$ cat config.mk
export PLATFORM = sky130hd
export DESIGN_NAME = ext_pipe
export DESIGN_NICKNAME = d
export VERILOG_FILES = /design/src/rtl/ext_pipe.sv
export SDC_FILE = /design/constraint.sdc
export NUM_CORES = 1
export LEC_CHECK = 0
export CAP_MARGIN = 25
export CORE_MARGIN = 1
export CORE_UTILIZATION = 30
export CTS_BUF_LIST = sky130_fd_sc_hd__clkbuf_4 sky130_fd_sc_hd__clkbuf_8 sky130_fd_sc_hd__clkbuf_16
export DETAILED_ROUTE_END_ITERATION = 7
export PLACE_DENSITY = 0.64
export SLEW_MARGIN = 20
export SYNTH_ARGS = -nofsm -noshare
export SYNTH_HDL_FRONTEND = slang
export SYNTH_SLANG_ARGS = --single-unit
$ cat constraint.sdc
create_clock -name clk -period 1.55 [get_ports clk]
set_input_delay 0.3875 -clock clk [delete_from_list [all_inputs] [get_ports clk]]
set_output_delay 0.3875 -clock clk [all_outputs]
set_load 0.01 [all_outputs]
$ cat src/rtl/ext_pipe.sv
// ext_pipe -- pipelined immediate / sub-word load-data extension unit.
//
// One decode stage (combinational), followed by STAGES register slots with
// valid/ready flow control. Each slot holds one valid bit and one data word.
// Ready is a purely combinational chain from out_ready back to in_ready.
// There is no skid buffer, so a full pipe with out_ready low stalls the input
// in the same cycle.
//
// Parameters:
//   DATA_W  data width (multiple of 16, >= 32)
//   IMM_W   immediate field width for modes 0-2 (< DATA_W)
//   STAGES  number of register slots, 1..4
//
// Ports:
//   clk        rising-edge clock
//   reset_n    async active-low reset; clears all valid bits and data
//   in_valid   request valid
//   in_ready   unit accepts a request this cycle
//   in_data    immediate (low IMM_W bits) or loaded word
//   in_mode    0 zext imm, 1 sext imm, 2 LUI, 3/4 zext/sext byte,
//              5/6 zext/sext halfword, 7 pass-through
//   in_off     byte offset for sub-word modes (halfword uses in_off[1])
//   out_valid  result valid
//   out_ready  consumer accepts the result
//   out_data   extended result
//   flush      (EXT_FLUSH_EN only) clears every valid bit and drops the
//              input offered in the same cycle
//
// Optional feature macro: EXT_FLUSH_EN

module ext_pipe_slot #(
  parameter int W = 32
) (
  input  logic         clk,
  input  logic         reset_n,
  input  logic         ld,
  input  logic         clr,
  input  logic         d_vld,
  input  logic [W-1:0] d_dat,
  output logic         q_vld,
  output logic [W-1:0] q_dat
);
  // A flush only squashes the valid bit; data stays as it was.
  always_ff @(posedge clk or negedge reset_n) begin
    if (!reset_n) begin
      q_vld <= 1'b0;
      q_dat <= '0;
    end else if (clr) begin
      q_vld <= 1'b0;
    end else if (ld) begin
      q_vld <= d_vld;
      q_dat <= d_dat;
    end
  end
endmodule

module ext_pipe #(
  parameter int DATA_W = 32,
  parameter int IMM_W  = 16,
  parameter int STAGES = 1
) (
  input  logic              clk,
  input  logic              reset_n,
  input  logic              in_valid,
  output logic              in_ready,
  input  logic [DATA_W-1:0] in_data,
  input  logic [2:0]        in_mode,
  input  logic [1:0]        in_off,
  output logic              out_valid,
  input  logic              out_ready,
  output logic [DATA_W-1:0] out_data
`ifdef EXT_FLUSH_EN
  ,
  input  logic              flush
`endif
);

  generate
    if (STAGES < 1 || STAGES > 4 || IMM_W >= DATA_W || IMM_W < 1 ||
        DATA_W < 32 || (DATA_W % 16) != 0) begin : g_bad_param
      $error("ext_pipe: illegal parameter combination");
    end
  endgenerate

  logic flush_i;
`ifdef EXT_FLUSH_EN
  assign flush_i = flush;
`else
  assign flush_i = 1'b0;
`endif

  // ---------------------------------------------------------------- decode
  logic [IMM_W-1:0]  imm;
  logic [7:0]        sub_b;
  logic [15:0]       sub_h;
  logic [DATA_W-1:0] dec;

  assign imm   = in_data[IMM_W-1:0];
  // Sub-word selects only ever reach into the low 32 bits of the word.
  assign sub_b = in_data[{in_off, 3'b000} +: 8];
  assign sub_h = in_data[{in_off[1], 4'b0000} +: 16];

  always_comb begin
    dec = '0;
    case (in_mode)
      3'd0:    dec = DATA_W'(imm);
      3'd1:    dec = DATA_W'($signed(imm));
      3'd2:    dec = {imm, {(DATA_W-IMM_W){1'b0}}};
      3'd3:    dec = DATA_W'(sub_b);
      3'd4:    dec = DATA_W'($signed(sub_b));
      3'd5:    dec = DATA_W'(sub_h);
      3'd6:    dec = DATA_W'($signed(sub_h));
      default: dec = in_data;
    endcase
  end

  // -------------------------------------------------------------- pipeline
  // Index 0 is the decode result; 1..STAGES are the register slots.
  logic [STAGES:0]             vld_pipe;
  logic [STAGES:0][DATA_W-1:0] dat_pipe;
  logic [STAGES+1:1]           rdy;

  assign vld_pipe[0] = in_valid;
  assign dat_pipe[0] = dec;

  // Slot k can take a new entry if it is empty or the slot above is moving.
  always_comb begin
    rdy           = '0;
    rdy[STAGES+1] = out_ready;
    for (int k = STAGES; k >= 1; k--) begin
      rdy[k] = !vld_pipe[k] || rdy[k+1];
    end
  end

  generate
    for (genvar k = 1; k <= STAGES; k++) begin : g_slot
      ext_pipe_slot #(.W(DATA_W)) u_slot (
        .clk     (clk),
        .reset_n (reset_n),
        .ld      (rdy[k]),
        .clr     (flush_i),
        .d_vld   (vld_pipe[k-1]),
        .d_dat   (dat_pipe[k-1]),
        .q_vld   (vld_pipe[k]),
        .q_dat   (dat_pipe[k])
      );
    end
  endgenerate

  // During a flush the offered input is dropped anyway, so advertise ready
  // to let the producer retire it.
  assign in_ready  = rdy[1] || flush_i;
  assign out_valid = vld_pipe[STAGES];
  assign out_data  = dat_pipe[STAGES];

endmodule

Yosys cells after proc, flatten, opt, wreduce, memory -nomap -nowiden
Cells that the tools add are included.

storage, ports and cells
  register bits = 33
  input bits = 41
  output and inout bits = 34

cells by class
  equal/unequal tests = 6
  shift-type cells = 2
  mux-type cells = 1
  reductions and logical operators = 3

operators with widths
  kind                number
  $pmux 32 s7         1
  $shiftx 32x6->16    1
  $shiftx 32x6->8     1
  $eq 3x3->1 const B  3
  $eq 3x2->1 const B  2
  $eq 3x1->1 const B  1
  $logic_not 3->1     1
  $logic_not 1->1     1
  $logic_or 1x1->1    1

Depth between registers and ports, before layout
Gate-level depths: netlist (run 1).

  depth in word-level cells = 2
  depth in mapped cells = 6
  depth with buffers taken out = 5

Cells and area by module
Synthesis (run 1) repeated with hierarchy kept, for this count alone.

unflattened totals
  cell total of the unflattened synthesis = 279
  area, all modules = 2632.5 sq um

modules (own cells, without submodules)
  module         times used  cells each  area each (sq um)  seq. area each (sq um)
  ext_pipe_slot  1           72          1397.6             825.8
  ext_pipe       1           207         1234.9             0.0

Worst setup path after synthesis (run 1)
Ideal clock, no wire load.

  path kind = input to register
  from = in in_off[1]
  to = reg g_slot[1].u_slot.q_dat[16]
  setup time = 0.126 ns
  data arrival time = 1.691 ns
  data required time = 1.424 ns
  slack = -0.266 ns
  stages = 5
  path through = mux4_2 a21oi_4 nor3b_4 buf_6 a21oi_2

between the ends
  word-level cells in the longest chain between the ends = 2
  elaborated cells between the ends (all ways) = 3
  classes of those cells = 2 x shift; 1 x mux

RTL lines
  what                                                        line      text
  from (decl)                                                 68        input logic [1:0] in_off,
  $shiftx 32x6->16 / $shiftx 32x6->8 (equally long branches)  101, 100
  $pmux 32 s7 *                                               105       case (in_mode)
  to (signal assigned)                                        52        q_dat <= d_dat;
  to (decl)                                                   41        output logic [W-1:0] q_dat

Mark *: on every way between the ends. The rest lies on a longest branch, timed or not.
A chain may end at the register's enable or synchronous reset.

Worst setup path in the final report (run 1)
  from = in in_off[1]
  to = reg g_slot[1].u_slot.q_dat[18]

The elaborated chain is that of the path after synthesis.

==> results by stage, run 1 <==
Global routing:
- The number of global-route vias before repair is 2453.
- The largest net degree at the start of global routing is 34.
- Global routing finished with a remaining overflow of 0.
- The global-route usage over all layers is 21.4%.
- The first global-routing pass estimated 12.5 mm of wire.
- For this run, global-route usage on met3 was measured as 4.05%.
- The initial antenna violation count was 0.
- The met1 layer usage reported by global route is 29.9%.
- The global routing stage identified its most utilized layer as met2.
- Global routing used 33.7% of the available met2 tracks.

Synthesis:
- The register bit total from synthesis is 33.
- The Yosys step of the flow raised 0 warnings.
- dfrtp_1 is the most common cell in the netlist.
- By count the netlist is led by 33 x dfrtp_1, 29 x nand2_1, 23 x o21ai_0, 21 x a21oi_1, 20 x nor2_1.
- Counting flops with an async set or reset pin after synthesis yields a share of 100%.
- The distinct cell type count of the synthesized netlist is 48.
- Yosys attributes the largest share of cell area to dfrtp_1 37%, o21ai_0 5.2%, nand2_1 4.9%.
- Sequential cells were found to cover 37.4% of the synthesized design area.
- The biggest area consumer among synthesized cells is dfrtp_1.
- The most used flip-flop cell after synthesis is dfrtp_1.
- The number of synthesized flops with an enable pin is 0.
- The top-area cell type share of the netlist area is 37.4%.
- The area of the mapped netlist is 2210 sq um.
- The synthesized net count is 300.
- After technology mapping, the gate count stands at 259.
- Each instance of the synthesized netlist takes up on average 8.53 sq um.

Die:
- The initial utilization of the core area, before any placement, comes to 31.8%.
- The die outline height is 87.8 um.
- The initialized floorplan defines 30 standard-cell rows.
- The horizontal die dimension is 87.8 um.
- The core region area is 6940 sq um.
- The die covers 7710 sq um.
- The top-level port count is 75.

Timing:
- The setup clock skew after layout is 0.00605 ns.
- For this run, the top clock speed supported by timing is 0.643 GHz.
- The ratio of final minimum period to clock period is 100%.
- Counting I/O delays and the setup requirement, the final critical path takes 1.56 ns.
- The worst slew margin relative to its limit is 79.9%.
- Setup violations remaining at the end of the flow were counted as 6.
- Adding up every negative setup slack in the final design gives -0.0234 ns.
- The final-report max-slew violation count is 0.
- Across all setup checks in the final design, the least slack found is -0.00626 ns.
- The slew of the pin with the lowest slew margin is 0.301 ns.
- The count of final hold-check violations was 0.
- Setup repair after global routing could not meet its margin everywhere.

Routing:
- The via-per-instance ratio is 5.25.
- The first routing iteration left 123 violations.
- The detailed-routing iteration count for the pre-antenna-repair pass is 4.
- The count of antenna-violating nets left after detailed routing is 0.
- After detailed routing, the average wire length per cell comes to 16.8 um.
- Summed over all layers, the routed wires come to 8.08 mm.
- After detailed routing, the number of remaining DRC violations is 0.
- The overall via count from detail_route is 2524.

Clocking:
- In this run the clock root is driven by a clkbuf_8.
- CTS built an H-tree with a depth of 2.
- After clock tree synthesis, the clock-pin slew on the worst setup and hold paths is 0.08 ns.
- The tree built by TritonCTS fans out to 33 sinks.
- Clock tree synthesis inserted a total of 5 buffers.
- The clock tree from TritonCTS is built.
- The clock network latency to the later pin of the worst-skew pair is 0.29 ns.
- Post-CTS timing repair inserted 0 buffers for setup.
- The maximum number of buffers from clock root to sink is 2.

Cells and area:
- The number of nets in the layout is 425.
- Counting the fill cells in the layout gives 680.
- Of the cells placed in the final design, the portion with a size suffix greater than 1 is 31.9%.
- The diode insertion count for antenna repair is 0.
- From synthesis to final layout, the design area changed by 65.1%.

Place:
- Summed over all nets, the half-perimeter wirelength after detailed placement is 5.89 mm.
- Before CTS, the worst setup slack after placement is -0.768 ns.
- The port buffer count is 74.
- The congestion estimate from routability-driven global placement came to 0.822.

Outcome:
- The final reports fail on setup timing.
- The run finished, with violations left.

Critical path:
- The worst setup path is launched from a primary input.
- The category of the critical setup timing path is primary input to register.
- STA puts the critical path data arrival time at 1.73 ns.
- In this run the worst path has a maximum fanout of 6.
- The worst setup path is captured at a register.
- The required arrival time at the worst endpoint is 1.73 ns.

Pwr:
- The clock network accounts for 25.0% of the total power.
- Power spread over the standard cell area amounts to 751 nW/um^2.
- Combinational cells account for 36.5% of the total power.
- The total leakage power is 1.57 nW.
- The share of power burned in registers is 38.6%.
- The internal power is 1.83 mW.
- The worst vdd rail ir drop is 389 uV.
- Net switching is 33.2% of the power.
- In this run the power spent charging and discharging nets is 0.909 mW.

Worst hold path:
- The path type of the worst min-delay path is primary input to register.

Job:
- The number of maximum-capacitance violations is 0.
logic make-up after synthesis:
family,share of synthesized area (%)
flip-flops,37.4
multiplexers,6.35
AO/OA/AOI/OAI,29.5
AND/OR/NAND/NOR,22.0
buffers and inverters,4.76
power by group through the flow:
stage	combinational, mW	clock, mW	sequential [mW]
floorplan	0.351	0	1.12
global placement	1.02	0	1.08
detailed placement	1.04	0	1.07
CTS	0.986	0.695	1.06
global route	1.08	0.729	1.07
finish	0.999	0.684	1.06
routing by layer:
| metal | part of all wire [%] | vias up | wire length, um |
|---|---|---|---|
| li1 | - | 1212 | - |
| met1 | 46 | 1217 | 3720 |
| met2 | 46 | 81 | 3740 |
| met3 | 6.6 | 14 | 533 |
| met4 | 1.2 | 0 | 93 |
| met5 | 0 | - | 0 |
sequential cells by signal, summed over array words and instances, names as in the netlist:
signal / count
g_slot.u_slot.q_dat: 32
g_slot.u_slot.q_vld: 1
critical path, stage by stage:
cell and delay, ns:
buf_8 0.08, mux4_2 0.54, a21oi_4 0.16, nor3b_4 0.32, buf_6 0.19, a21oi_2 0.06
stage by stage:
step	cells	utilization, %	area (sq um)	power, mW	hold slack [ns]
finish	481	52.5	3650	2.74	0.450
global route	481	52.5	3650	2.87	0.462
CTS	480	52.1	3620	2.74	0.445
detailed placement	471	50.1	3480	2.11	0.519
global placement	471	50.1	3480	2.10	0.508
floorplan	259	-	2210	1.47	0.0919
timing repair:
item	4_1_cts	5_1_grt
setup endpoints to repair	66	26
resized for setup	91	15
hold buffers	0	0
pin swaps	10	8
cloned	1	1
cell type report:
cell class	count	area, sq um	area share [%]
clock buffer	6	76.3	2.09
clock inverter	2	10.0	0.275
inverter	4	15.0	0.412
multi-input combinational	201	1370	37.5
sequential	33	826	22.6
tap	96	120	3.29
timing repair buffer	139	1230	33.7
worst paths after layout:
path                                               to  cells past startpoint  slack [ns]                 startpoint
min in group asynchronous   g_slot[1].u_slot.q_dat[1]                      2        0.46                    reset_n
max reg2reg                g_slot[1].u_slot.q_dat[18]                      6        0.04     g_slot[1].u_slot.q_vld
min                         g_slot[1].u_slot.q_dat[7]                      4        0.45                 in_data[7]
min reg2reg                 g_slot[1].u_slot.q_dat[0]                      1        0.52  g_slot[1].u_slot.q_dat[0]
max                        g_slot[1].u_slot.q_dat[18]                      6      -0.006                  in_off[1]
max in group asynchronous  g_slot[1].u_slot.q_dat[23]                      2        0.90                    reset_n
placed cells by master, fill, tap and decap left out, drive strengths merged, types with 2 or more instances in the layout:
master,count
mux2,4
nand4,2
nand2,29
mux4,2
o21ai,26
buf,72
o31ai,2
nand3,2
nor3b,4
nor2,20
clkinv,2
a21oi,32
a32o,3
a31oi,4
a221oi,6
a21boi,2
dlygate4sd2,34
mux2i,5
o32ai,3
clkbuf,8
and3,4
a22oi,7
nand2b,6
dfrtp,33
clkdlybuf4s50,30
nor2b,6
inv,4
or3,16
(Power assumes the default switching activity.)
==> run 2: changes to the inputs <==
==> config.mk (replaced) <==
export PLATFORM = sky130hd
export DESIGN_NAME = ext_pipe
export DESIGN_NICKNAME = d
export VERILOG_FILES = /design/src/rtl/ext_pipe.sv
export SDC_FILE = /design/constraint.sdc
export NUM_CORES = 1
export LEC_CHECK = 0
export CELL_PAD_IN_SITES_DETAIL_PLACEMENT = 0
export CELL_PAD_IN_SITES_GLOBAL_PLACEMENT = 2
export CORE_MARGIN = 1
export CORE_UTILIZATION = 23
export CTS_BUF_LIST = sky130_fd_sc_hd__clkbuf_4 sky130_fd_sc_hd__clkbuf_8 sky130_fd_sc_hd__clkbuf_16
export DETAILED_ROUTE_END_ITERATION = 7
export PLACE_DENSITY = 0.8
export SLEW_MARGIN = 20
export SYNTH_ARGS = -nofsm -noshare
export SYNTH_HDL_FRONTEND = slang
export SYNTH_SLANG_ARGS = --single-unit
export TNS_END_PERCENT = 10
==> run 2 against run 1 <==
Net effect: the run now ends clean; cell count rose by 8.5%; via count rose by 3.8%; combinational power rose by 4%; die area rose by 30%; wire length rose by 15%; flip-flop and latch count did not move; count of clock-buffer cells in the layout did not move; first-iteration DRC count rose by 38%; total power rose by 9.7%; worst setup slack improved by 0.024 ns; core utilization fell by 12 points; highest routed layer unchanged.
==> results by stage, run 2 (same netlist as run 1, synthesis figures left out) <==
Outcome:
- The run finished with clean final reports.

Place:
- The number of placed instances, taps included, is 509.
- In this run the cell area measured after placement is 3560 sq um.
- The port buffer count is 74.
- The estimated wirelength of the detail-placed design is 6.58 mm.
- The congestion estimate from routability-driven global placement came to 0.901.

Routing:
- The via-per-instance ratio is 5.02.
- In the routed design, unresolved DRC markers number 0.
- The detailed-routing iteration count for the pre-antenna-repair pass is 4.
- In the final routed layout, each cell accounts on average for 17.8 um.
- The final route contains 2619 vias.
- Once detail routing completed, the nets flagged for antenna violations numbered 0.
- The detailed router finished its first iteration with 170 violations.
- The total detailed-routing wirelength is 9.29 mm.

Cells and area:
- In the final layout, the registers with the most flip-flops are g_slot.u_slot.q_dat: 32 flops, g_slot.u_slot.q_vld: 1 flops.
- The number of flip-flops in the largest register is 32.
- The number of nets in the layout is 433.
- The library cell used most frequently in the layout, excluding fill and tap cells, is buf_4.
- The register with the most flip-flops in the final layout is g_slot.u_slot.q_dat.
- The diode insertion count for antenna repair is 0.
- After routing the design area is 3780 sq um.
- The filler cell count in the final layout is 975.
- The library cells used most frequently in the layout, excluding fill and tap cells, are 63 x buf_4, 35 x dlygate4sd2_1, 33 x dfrtp_1, 30 x clkdlybuf4s50_1, 29 x nand2_1.
- In the final layout, the share of cells above drive strength 1 is 32.3%.
- The core occupancy in the finished layout is 40.8%.
- Excluding fillers, the count of instances in the completed layout stands at 522.
- The synthesis-to-layout area growth is 71.3%.

Global routing:
- The number of global-route vias before repair is 2706.
- Across every metal layer, demand over resource in global routing totals 18.9%.
- For this run the aggregate overflow at the end of global routing stands at 0.
- Entering global routing, the biggest net connects 34 pins.
- The first global-routing pass estimated 14.5 mm of wire.
- The initial antenna violation count came to 0.

Die:
- The die covers 10000 sq um.
- The floorplan step defined a core boundary enclosing 9280 sq um.
- From bottom edge to top edge, the die measures 100 um.
- 75 I/O pins were placed.
- For this configuration, the core starts out at a cell density of 23.8%.
- In this run the horizontal extent of the chip is 100 um.
- The initialized floorplan defines 35 standard-cell rows.

Clocking:
- The number of levels the H-tree was split into is 2.
- TritonCTS built the clock tree.
- The buffer cell driving the clock tree root is clkbuf_8.
- The clock drives 33 sinks.
- After clock tree synthesis, the clock-pin slew on the worst setup and hold paths is 0.09 ns.
- The clock passes through at most 2 buffers.
- The clock network latency to the later pin of the worst-skew pair is 0.30 ns.
- Buffers inserted during clock tree synthesis total 5.

Critical path:
- The critical path goes through buf_6 -> mux4_2 -> a21oi_4 -> nor3b_4 -> buf_4 -> buf_12 -> a21oi_1.
- Data on the critical path arrives at its endpoint at 1.72 ns.
- The required arrival time at the worst endpoint is 1.73 ns.
- The standard cell with the maximum stage delay on the critical path is mux4_2.
- The worst setup path is of the primary input to register kind.
- STA classifies the critical path endpoint as a register.
- The worst setup path is launched from a primary input.
- The delay of the slowest critical-path stage is 0.50 ns.
- Along the worst path, the maximum fanout reaches 8.

Pwr:
- For this design the ratio of total power to cell area is 794 nW/um^2.
- VDD sags by at most 405 uV.
- The total power is 3.01 mW.
- The total leakage power is 1.62 nW.

Timing:
- Of the available clock period, the critical path in the final layout requires 98.8%.
- The routed design could run at a clock period as short as 1.53 ns.
- Setup repair after global routing could not meet its margin everywhere.
- The slew of the pin with the lowest slew margin is 0.399 ns.
- The maximum clock rate is 0.653 GHz.
- Setup violations remaining at the end of the flow were counted as 0.
- The final-report max-slew violation count is 0.
- Headroom to the max-slew limit came out at 73.4%.
- The tightest hold path in the finished design has a slack of 0.447 ns.
- The clock arrives with 0.0100 ns of skew.
- The count of final hold-check violations is 0.

Worst hold path:
- The path class of the tightest hold or removal check is primary input to asynchronous set/reset pin.

Job:
- Across the run, the number of max-cap violations was 0.
-- run 2: changes by cell type in the layout (fill, tap and decap cells not counted), sizes merged --
cell         delta
buf             +7
bufinv          +1
clkinv          -2
clkinvlp        +1
dlygate4sd2     +1
-- run 2: critical path: cells and delay by family --
| family | cells | cell delay [ns] |
|---|---|---|
| compound gates | 2 | 0.21 |
| buf+inv | 3 | 0.39 |
| simple gates | 1 | 0.23 |
| mux | 1 | 0.50 |
-- run 2: layout make-up --
| cell class | count | area, sq um | share of cell area (%) |
|---|---|---|---|
| clock buffer | 6 | 82.6 | 2.18 |
| timing repair buffer | 147 | 1300 | 34.3 |
| inverter | 4 | 15.0 | 0.397 |
| clock inverter | 2 | 37.5 | 0.992 |
| multi-input combinational | 201 | 1370 | 36.1 |
| sequential | 33 | 826 | 21.8 |
| tap | 129 | 161 | 4.27 |
-- run 2: per-layer routing --
metal / vias to the layer above / GRT usage (%) / wire length [um]
met5: - / 0 / 0
met4: 0 / 5.69 / 182
met3: 16 / 3.48 / 539
met2: 99 / 29.9 / 4270
met1: 1281 / 26.3 / 4290
li1: 1223 / - / -
-- run 2: where the power goes --
group / switching [mW] / internal, mW / total, mW
Combinational: 0.507 / 0.532 / 1.04
Clock: 0.388 / 0.524 / 0.912
Sequential: 0.0698 / 0.985 / 1.05
Total: 0.965 / 2.04 / 3.01
-- run 2: timing repair --
action | CTS | global route
pin swaps | 3 | 5
cloned | 2 | 0
buffers inserted | 4 | 0
hold buffers | 0 | 0
setup endpoints to repair | 66 | 30
resized for setup | 93 | 16
-- run 2: metrics by stage --
stage | TNS, ns | worst slack [ns]
2_1_floorplan | -3.44 | -0.266
3_3_place_gp | -21.75 | -0.718
3_5_place_dp | -21.89 | -0.737
4_1_cts | -0.000893 | -0.000487
5_1_grt | -0.126 | -0.0193
6_report | 0 | 0.0180
-- run 2: worst paths after layout --
kind / cells past startpoint / slack [ns] / end / startpoint
worst max-delay path: 7 / 0.02 / g_slot[1].u_slot.q_dat[21] / in_data[15]
worst min-delay path: 2 / 0.45 / g_slot[1].u_slot.q_dat[15] / reset_n
worst max register to register: 7 / 0.07 / g_slot[1].u_slot.q_dat[21] / g_slot[1].u_slot.q_vld
worst min register to register: 1 / 0.51 / g_slot[1].u_slot.q_dat[0] / g_slot[1].u_slot.q_dat[0]
max in group asynchronous: 2 / 0.89 / g_slot[1].u_slot.q_dat[0] / reset_n
min in group clk: 3 / 0.45 / g_slot[1].u_slot.q_dat[7] / in_data[23]
